$ cat src/rtl/audio_sample_fifo.sv
`default_nettype none
// ============================================================================
// Module      : audio_sample_fifo
// Description : Synchronises I2S bck/lrck into clk, captures the {in_left,
//               in_right} pair once per frame and buffers it in a show-ahead
//               FIFO with valid/ready read side. Optional macro
//               AUDIO_FIFO_OVF_COUNT_EN adds the saturating ovf_count port.
// Revision    : 1.0 - initial release
// ============================================================================
module audio_sample_fifo #(
    parameter int DEPTH      = 8,
    parameter int SETTLE_BCK = 2
) (
    input  logic                     clk,
    input  logic                     rst_n,
    input  logic                     bck,
    input  logic                     lrck,
    input  logic [15:0]              in_left,
    input  logic [15:0]              in_right,
    input  logic                     enable,
    output logic                     out_valid,
    input  logic                     out_ready,
    output logic [15:0]              out_left,
    output logic [15:0]              out_right,
    output logic [$clog2(DEPTH):0]   level,
    output logic                     overflow,
`ifdef AUDIO_FIFO_OVF_COUNT_EN
    output logic [15:0]              ovf_count,
`endif
    input  logic                     ovf_clr
);

    localparam int         AW       = $clog2(DEPTH);
    localparam logic [0:0] C_IDLE   = 1'b0;
    localparam logic [0:0] C_ARMED  = 1'b1;
    localparam logic [3:0] C_SETTLE = 4'(SETTLE_BCK);

    logic [2:0]  bck_sync_q, bck_sync_d;
    logic [2:0]  lrck_sync_q, lrck_sync_d;
    logic        bck_rise, lrck_fall;
    logic [0:0]  state_q, state_d;
    logic [3:0]  cnt_q, cnt_d;
    logic        push;
    logic [AW:0] wr_ptr_q, wr_ptr_d;
    logic [AW:0] rd_ptr_q, rd_ptr_d;
    logic        overflow_q, overflow_d;
    logic [31:0] mem_q [DEPTH];
    logic [31:0] head;
    logic [AW:0] fill;
    logic        full, pop, push_ok, drop;

    // Bit 0/1 are the synchroniser stages, bit 2 is the edge-detect history
    always_comb begin
        bck_sync_d  = {bck_sync_q[1:0], bck};
        lrck_sync_d = {lrck_sync_q[1:0], lrck};
        bck_rise    = bck_sync_q[1] & ~bck_sync_q[2];
        lrck_fall   = ~lrck_sync_q[1] & lrck_sync_q[2];
    end

    always_comb begin
        state_d = state_q;
        cnt_d   = cnt_q;
        if (!enable) begin
            state_d = C_IDLE;
            cnt_d   = '0;
        end else begin
            case (state_q)
                C_IDLE: begin
                    if (lrck_fall) begin
                        state_d = C_ARMED;
                        cnt_d   = C_SETTLE;
                    end
                end
                C_ARMED: begin
                    // A new frame start abandons the one being counted
                    if (lrck_fall) begin
                        cnt_d = C_SETTLE;
                    end else if (bck_rise) begin
                        cnt_d = cnt_q - 4'd1;
                        if (cnt_q == 4'd1) state_d = C_IDLE;
                    end
                end
                default: begin
                    state_d = C_IDLE;
                    cnt_d   = '0;
                end
            endcase
        end
    end

    always_comb begin
        push = enable && (state_q == C_ARMED) && bck_rise && !lrck_fall && (cnt_q == 4'd1);
    end

    always_comb begin
        fill       = wr_ptr_q - rd_ptr_q;
        full       = (fill == (AW + 1)'(DEPTH));
        out_valid  = (fill != '0);
        pop        = out_valid & out_ready;
        push_ok    = push & (~full | pop);
        drop       = push & full & ~pop;
        wr_ptr_d   = wr_ptr_q + {{AW{1'b0}}, push_ok};
        rd_ptr_d   = rd_ptr_q + {{AW{1'b0}}, pop};
        overflow_d = ovf_clr ? 1'b0 : (overflow_q | drop);
        head       = mem_q[rd_ptr_q[AW-1:0]];
        out_left   = out_valid ? head[31:16] : 16'h0000;
        out_right  = out_valid ? head[15:0]  : 16'h0000;
        level      = fill;
        overflow   = overflow_q;
    end

    always_ff @(posedge clk) begin
        if (!rst_n) begin
            bck_sync_q  <= '0;
            lrck_sync_q <= '0;
            state_q     <= C_IDLE;
            cnt_q       <= '0;
            wr_ptr_q    <= '0;
            rd_ptr_q    <= '0;
            overflow_q  <= 1'b0;
        end else begin
            bck_sync_q  <= bck_sync_d;
            lrck_sync_q <= lrck_sync_d;
            state_q     <= state_d;
            cnt_q       <= cnt_d;
            wr_ptr_q    <= wr_ptr_d;
            rd_ptr_q    <= rd_ptr_d;
            overflow_q  <= overflow_d;
        end
    end

    // Storage needs no reset: entries are only visible behind valid pointers
    always_ff @(posedge clk) begin
        if (push_ok) mem_q[wr_ptr_q[AW-1:0]] <= {in_left, in_right};
    end

`ifdef AUDIO_FIFO_OVF_COUNT_EN
    logic [15:0] ovf_count_q, ovf_count_d;

    always_comb begin
        ovf_count_d = ovf_count_q;
        if (ovf_clr)                            ovf_count_d = 16'h0000;
        else if (drop && ovf_count_q != 16'hFFFF) ovf_count_d = ovf_count_q + 16'd1;
        ovf_count = ovf_count_q;
    end

    always_ff @(posedge clk) begin
        if (!rst_n) ovf_count_q <= 16'h0000;
        else        ovf_count_q <= ovf_count_d;
    end
`endif

endmodule
`default_nettype wire
$ cat config.mk
export PLATFORM = sky130hd
export DESIGN_NAME = audio_sample_fifo
export DESIGN_NICKNAME = d
export VERILOG_FILES = /design/src/rtl/audio_sample_fifo.sv
export SDC_FILE = /design/constraint.sdc
export NUM_CORES = 1
export LEC_CHECK = 0
export ABC_CLOCK_PERIOD_IN_PS = 5100
export BUFFER_PORTS_ARGS = -buffer_cell sky130_fd_sc_hd__clkbuf_2
export CAP_MARGIN = 20
export CORE_MARGIN = 2
export CORE_UTILIZATION = 47
export CTS_CLUSTER_SIZE = 24
export DETAILED_ROUTE_END_ITERATION = 16
export PLACE_DENSITY = 0.66
export SKIP_LAST_GASP = 1
export SYNTH_ARGS = -nofsm -noshare
export SYNTH_HDL_FRONTEND = slang
export SYNTH_SLANG_ARGS = --single-unit
$ cat constraint.sdc
create_clock -name clk -period 5.1 [get_ports clk]
set_input_delay 0.255 -clock clk [delete_from_list [all_inputs] [get_ports clk]]
set_output_delay 0.255 -clock clk [all_outputs]
set_load 0.03 [all_outputs]
=== Word-level counts from Yosys, hierarchy flattened ===
Memories as Yosys holds them, arrays and structs flattened. A register that Yosys moved wholly into a read port is not among the register bits.
Index checks and enable logic that the tools add are counted.

* Register bits after elaboration: 20
* Bits in latches: 0
* Bits in writable memories: 256
* Memory bits (read-only): 0
* Input port bits: 39
* Output and inout bits: 38
* Word-level logic and storage cells: 53
* Memories: 1

{| class="wikitable"
|+ Memory list
! name !! depth !! bits a word !! read ports !! clocked after Yosys merged registers in !! write ports !! line !! source
|-
| mem_q || 8 || 32 || 1 || 1 || 1 || 47 || <nowiki>logic [31:0] mem_q [DEPTH];</nowiki>
|}

* Add/subtract/negate cells: 4
* Multiply operators: 0
* Divide/modulo/power cells: 0
* $lt $le $gt $ge: 0
* Equality and inequality tests: 4
* Shift operators: 0
* Multiplexer cells: 14
* Bitwise logic cells: 14
* Reduce and logical (&&, ||, !) cells: 9

{| class="wikitable"
|+ Operators by type and width
! operator !! count
|-
| $mux W16 || 2
|-
| $mux W4 || 3
|-
| $add A4 B1 Y4 || 2
|-
| $pmux W4 S2 || 1
|-
| $and A1 B1 Y1 || 6
|-
| $mux W1 || 6
|-
| $not A1 Y1 || 6
|-
| $eq A4 B1 Y1 const B || 1
|-
| $eq A4 B4 Y1 const B || 1
|-
| $logic_and A1 B1 Y1 || 4
|-
| $reduce_and A2 Y1 || 2
|-
| $reduce_bool A4 Y1 || 1
|-
| $sub A4 B1 Y4 const B || 1
|-
| $sub A4 B4 Y4 || 1
|-
| $mux W3 || 1
|-
| $ne A3 B3 Y1 const B || 1
|-
| $ne A2 B2 Y1 const B || 1
|-
| $or A1 B1 Y1 || 2
|-
| $pmux W1 S2 || 1
|-
| $reduce_or A2 Y1 || 1
|-
| $logic_not A1 Y1 || 1
|}

=== Longest topological paths before layout ===
* Word-level depth: 8
* Depth in mapped cells: 12

=== Least setup slack after synthesis ===
No wires, ideal clock.

* Path type: reg2reg
* Start point: register rd_ptr_q[1]
* End point: memory mem_q[0][0], enable pin
* Setup time: 513 ps
* Arrival time: 5530 ps
* Data required time: 4587 ps
* Setup slack: -943 ps
* Cell stages (with the launch flop): 9
* Buffers on the path: 2
* Path through: dfxtp_1 -> buf_2 -> buf_2 -> inv_1 -> fa_1 -> xor2_1 -> or3_4 -> nor4b_4 -> nor4b_1

* Longest elaborated chain between the ends: 7
* Elaborated cells between the ends (all ways): 9
* Classes of those cells: add/sub (1); eq/ne (1); mux (2); bitwise (4); reduce/logical (1)

{| class="wikitable"
|+ RTL lines
! item !! line !! source
|-
| start: declaration || 45 || <nowiki>logic [AW:0] rd_ptr_q, rd_ptr_d;</nowiki>
|-
| start signal: assignment || 127 || <nowiki>rd_ptr_q <= rd_ptr_d;</nowiki>
|-
| $sub A4 B4 Y4 * || 96 || <nowiki>fill = wr_ptr_q - rd_ptr_q;</nowiki>
|-
| named net level[2] || 25 || <nowiki>output logic [$clog2(DEPTH):0] level,</nowiki>
|-
| $reduce_bool A4 Y1 / $eq A4 B4 Y1 (equally long branches) || 98, 97 ||
|-
| $and A1 B1 Y1 / $not A1 Y1 (equally long branches) || 99, 100 ||
|-
| $or A1 B1 Y1 * || 100 || <nowiki>push_ok = push & (~full | pop);</nowiki>
|-
| $and A1 B1 Y1 * || 100 ||
|-
| $mux W1 * || 134 || <nowiki>if (push_ok) mem_q[wr_ptr_q[AW-1:0]] <= {in_left, in_right};</nowiki>
|-
| $mux W1 (implied by the code) * || 134 ||
|-
| end: declaration || 47 ||
|}

The timed path passes the listed nets; every way through them passes the cells marked *.

=== Final worst setup path ===
* Start point: register wr_ptr_q[0]
* End point: output port out_left[4]

* Longest elaborated chain between the ends: 3

{| class="wikitable"
|+ RTL lines
! item !! line !! source
|-
| start: declaration || 44 || <nowiki>logic [AW:0] wr_ptr_q, wr_ptr_d;</nowiki>
|-
| start signal: assignment || 126 || <nowiki>wr_ptr_q <= wr_ptr_d;</nowiki>
|-
| $sub A4 B4 Y4 || 96 ||
|-
| $reduce_bool A4 Y1 || 98 || <nowiki>out_valid = (fill != '0);</nowiki>
|-
| $mux W16 || 106 || <nowiki>out_left = out_valid ? head[31:16] : 16'h0000;</nowiki>
|-
| end: declaration || 23 || <nowiki>output logic [15:0] out_left,</nowiki>
|}

No other way between the ends.

==> impl_results.md <==
- Root Driver: clkbuf_16
- Synthesis-to-layout area growth: 17.5%
- Reg2reg end: mem_q[1][9]$_DFFE_PP_
- Gpl congestion: 0.748
- Highest metal used: met4
- Global-route wire length before repair: 32.7 mm
- Max Clk Rate: 249 MHz
- Tot Pwr: 5970 uW
- DP HPWL: 11.9 mm
- Number of port buffers: 76
- FILL cells: 1738
- M1 wire length: 9.14 mm
- Metal2 WL: 10.1 mm
- Boundary pin count: 77
- Seq cells post-synth: 276
- R2R Path Start: wr_ptr_q[0]$_SDFF_PN0_
- Hold EP: mem_q[1][24]$_DFFE_PP_
- Worst-Margin Slew: 1.07 ns
- Critical-path cell list: inv_1 > ha_1 > inv_1 > fa_1 > or3_4 > a21oi_4 > buf_4 > a21oi_1 > clkbuf_2
- Clock Sinks: 276
- DRT Wirelength: 21.2 mm
- Synth unique cells: 32
- RSZ-0062 raised after global routing: no
- Fin. max-slew vios: 0
- Hold Path Depth: 1
- DRT Pass-1 Iters: 5
- Worst path max stage delay: 0.60 ns
- Die height: 155 um
- Slew headroom: 0.286
- Initial antenna violation count: 0
- Power Dens Cells: 475 mW/mm2
- Count of final hold-check violations: 0
- VDD IR max: 0.398 mV
- Final setup vio count: 0
- Setup repair bufs after CTS: 0
- Multi-input gate area: 0.00250 mm2
- CTS Buf Count: 29
- Skew final: 0.0221 ns
- Core area: 0.0225 mm2
- Nets: 713
- Cells on worst reg2reg path: 8
- Worst EP required: 4.85 ns
- R2R Setup Slk: 1.49 ns
- Worst path most repeated cell: inv_1
- Seq. cell area: 0.00809 mm2
- Hold Crit Class: input pin to flop
- Antenna fix cells: 0
- YS warnings: 0
- WS Path Type: flop to output pin
- Post-DRT Antenna Nets: 0
- Initial DRC count: 376
- Total Routing Usage GR: 0.180
- CP Max Fanout: 20
- P_leak: 0.00419 uW
- Syn nets: 600
- CTS Buffer Depth: 3
- Die Area: 0.0240 mm2
- Dpl cells: 904
- Largest net degree at the start of global routing: 67
- Met3 Wirelength: 1.56 mm
- Skew-Pair Late Insertion Delay: 0.54 ns
- Proportion of layout cells with a drive suffix above 1: 0.315
- Delay-heaviest family, CP: buffers and inverters
- Mapped Area: 0.0107 mm2
- DRC: 0
- Final std cells w/o fill: 971
- CP Capture Type: output pin
- Initial Utilization: 0.476
- Max Cap Violations: 0
- Hold Buf Count CTS: 12
- Cells after synthesis: 551
- Register area share after synthesis: 0.756
- Die Wd: 155 um
- Startpoint types: flop
- Total grt overflow: 0
- Status: completed
- Vias/cell: 5.56
- Slowest-stage cell, CP: a21oi_4
- Bufs and invs on worst path: 4
- Wire length per cell: 21.8 um
- Critical path arrival: 3.76 ns
- CTS clk-pin slew, worst paths: 0.06 ns
- Vias: 5396
- Syn Area/Cell: 19.4 um2
- H-tree depth: 1
- Final min period: 4.01 ns
- CTS tree: yes
- Post-cts resize count: 0
- Hold_sp: in_left[8]
- Final period util: 0.786
- Core Rows: 55
- Vias in the first global route: 5590
## Yosys cell counts
cell type	instances	area [um2]
edfxtp_1	256	7690
nand2_1	70	263
mux4_2	64	1440
a21oi_1	36	180
dfxtp_1	20	400
and2_1	15	93.8
clkbuf_1	10	37.5
ha_1	9	113
inv_1	9	33.8
buf_2	8	40.0
nor4_1	8	50.1
buf_4	7	52.6
nor2_1	5	18.8
xor2_1	5	43.8
nand2b_1	4	25.0
nand3_1	4	20.0
xnor2_1	4	35.0
nand3b_1	3	22.5
a21o_1	1	7.51
a21oi_4	1	16.3
and3b_1	1	8.76
clkbuf_2	1	5.00
fa_1	1	20.0
nand4_2	1	12.5
nor2b_1	1	6.26
nor3_1	1	5.00
nor3b_1	1	7.51
nor4b_1	1	8.76
nor4b_4	1	23.8
o21ai_0	1	5.00
o2bb2ai_1	1	8.76
or3_4	1	11.3
## through the flow
step / setup TNS [ns] / hold WS, ns / setup WS [ns] / util / instance area, um2
after floorplan: -129.96 / 0.354 / -0.677 / - / 10700
after global routing: 0 / 0.0127 / 0.936 / 0.559 / 12600
after global placement: 0 / 0.422 / 1.61 / 0.511 / 11500
final: 0 / 0.00914 / 1.09 / 0.559 / 12600
after detailed placement: 0 / 0.427 / 1.49 / 0.511 / 11500
after CTS: 0 / 0.000448 / 1.04 / 0.557 / 12500
## sequential cells by signal, summed over array words and instances (netlist names)
name	cells
bck_sync_q	3
cnt_q	4
lrck_sync_q	3
mem_q	256
overflow	1
rd_ptr_q	4
state_q	1
wr_ptr_q	4
## cells by family (layout without fill, tap and decap cells)
| family | after synthesis | count (layout) | synth area share |
|---|---|---|---|
| buf+inv | 35 | 170 | 0.0158 |
| fa+ha+maj | 10 | 10 | 0.0124 |
| mux | 64 | 64 | 0.135 |
| xor+xnor | 9 | 9 | 0.00736 |
| simple gates | 117 | 117 | 0.0539 |
| compound gates | 40 | 40 | 0.0203 |
| flops | 276 | 276 | 0.756 |
## worst register-to-register path, stage by stage, from the launching register on
cell and delay [ns]:
dfxtp_1 0.52, inv_1 0.20, ha_1 0.27, inv_1 0.09, fa_1 0.45, or3_4 0.43, nor4b_4 0.66, nor3_2 0.34
buf_4 0.36
## metal layers
| layer | up-vias | track usage |
|---|---|---|
| met5 | - | 0 |
| met4 | 0 | 0.0375 |
| met3 | 28 | 0.0315 |
| met2 | 176 | 0.297 |
| met1 | 2767 | 0.258 |
| li1 | 2425 | - |
## worst max path at each step
| stage | to | depth (start not counted) | start | slack, ns |
|---|---|---|---|---|
| 5_1_grt | out_left[8] | 9 | wr_ptr_q[0]$_SDFF_PN0_ | 0.94 |
| 6_report | out_left[4] | 9 | wr_ptr_q[0]$_SDFF_PN0_ | 1.09 |
| 2_1_floorplan | mem_q[3][0]$_DFFE_PP_ | 8 | rd_ptr_q[1]$_SDFF_PN0_ | -0.68 |
| 3_5_place_dp | mem_q[4][11]$_DFFE_PP_ | 8 | rd_ptr_q[0]$_SDFF_PN0_ | 1.49 |
| 3_3_place_gp | mem_q[4][11]$_DFFE_PP_ | 8 | rd_ptr_q[0]$_SDFF_PN0_ | 1.61 |
| 4_1_cts | out_left[4] | 9 | wr_ptr_q[0]$_SDFF_PN0_ | 1.04 |
## layout by cell type (no fill, tap or decap), types with 12 or more instances in the layout
| cell | count |
|---|---|
| mux4_2 | 64 |
| dlygate4sd3_1 | 12 |
| and2_1 | 15 |
| clkbuf_2 | 76 |
| a21oi_1 | 36 |
| nand2_1 | 70 |
| edfxtp_1 | 256 |
| dfxtp_1 | 17 |
| clkbuf_16 | 29 |
| buf_4 | 19 |
## layout make-up
type	count	share of cell area
multi-input cells	240	0.199
inverters	9	0.00269
clock inverters	13	0.0101
flip-flops and latches	276	0.644
clock buffers	40	0.0626
well taps	285	0.0284
repair buffers	108	0.0533
## power breakdown
group | total, uW | internal [uW] | switching [uW]
registers | 2510 | 2480 | 26.4
clock network | 2000 | 1180 | 825
logic | 1460 | 523 | 938
total | 5970 | 4180 | 1790
Power figures use the tool's default switching activity.
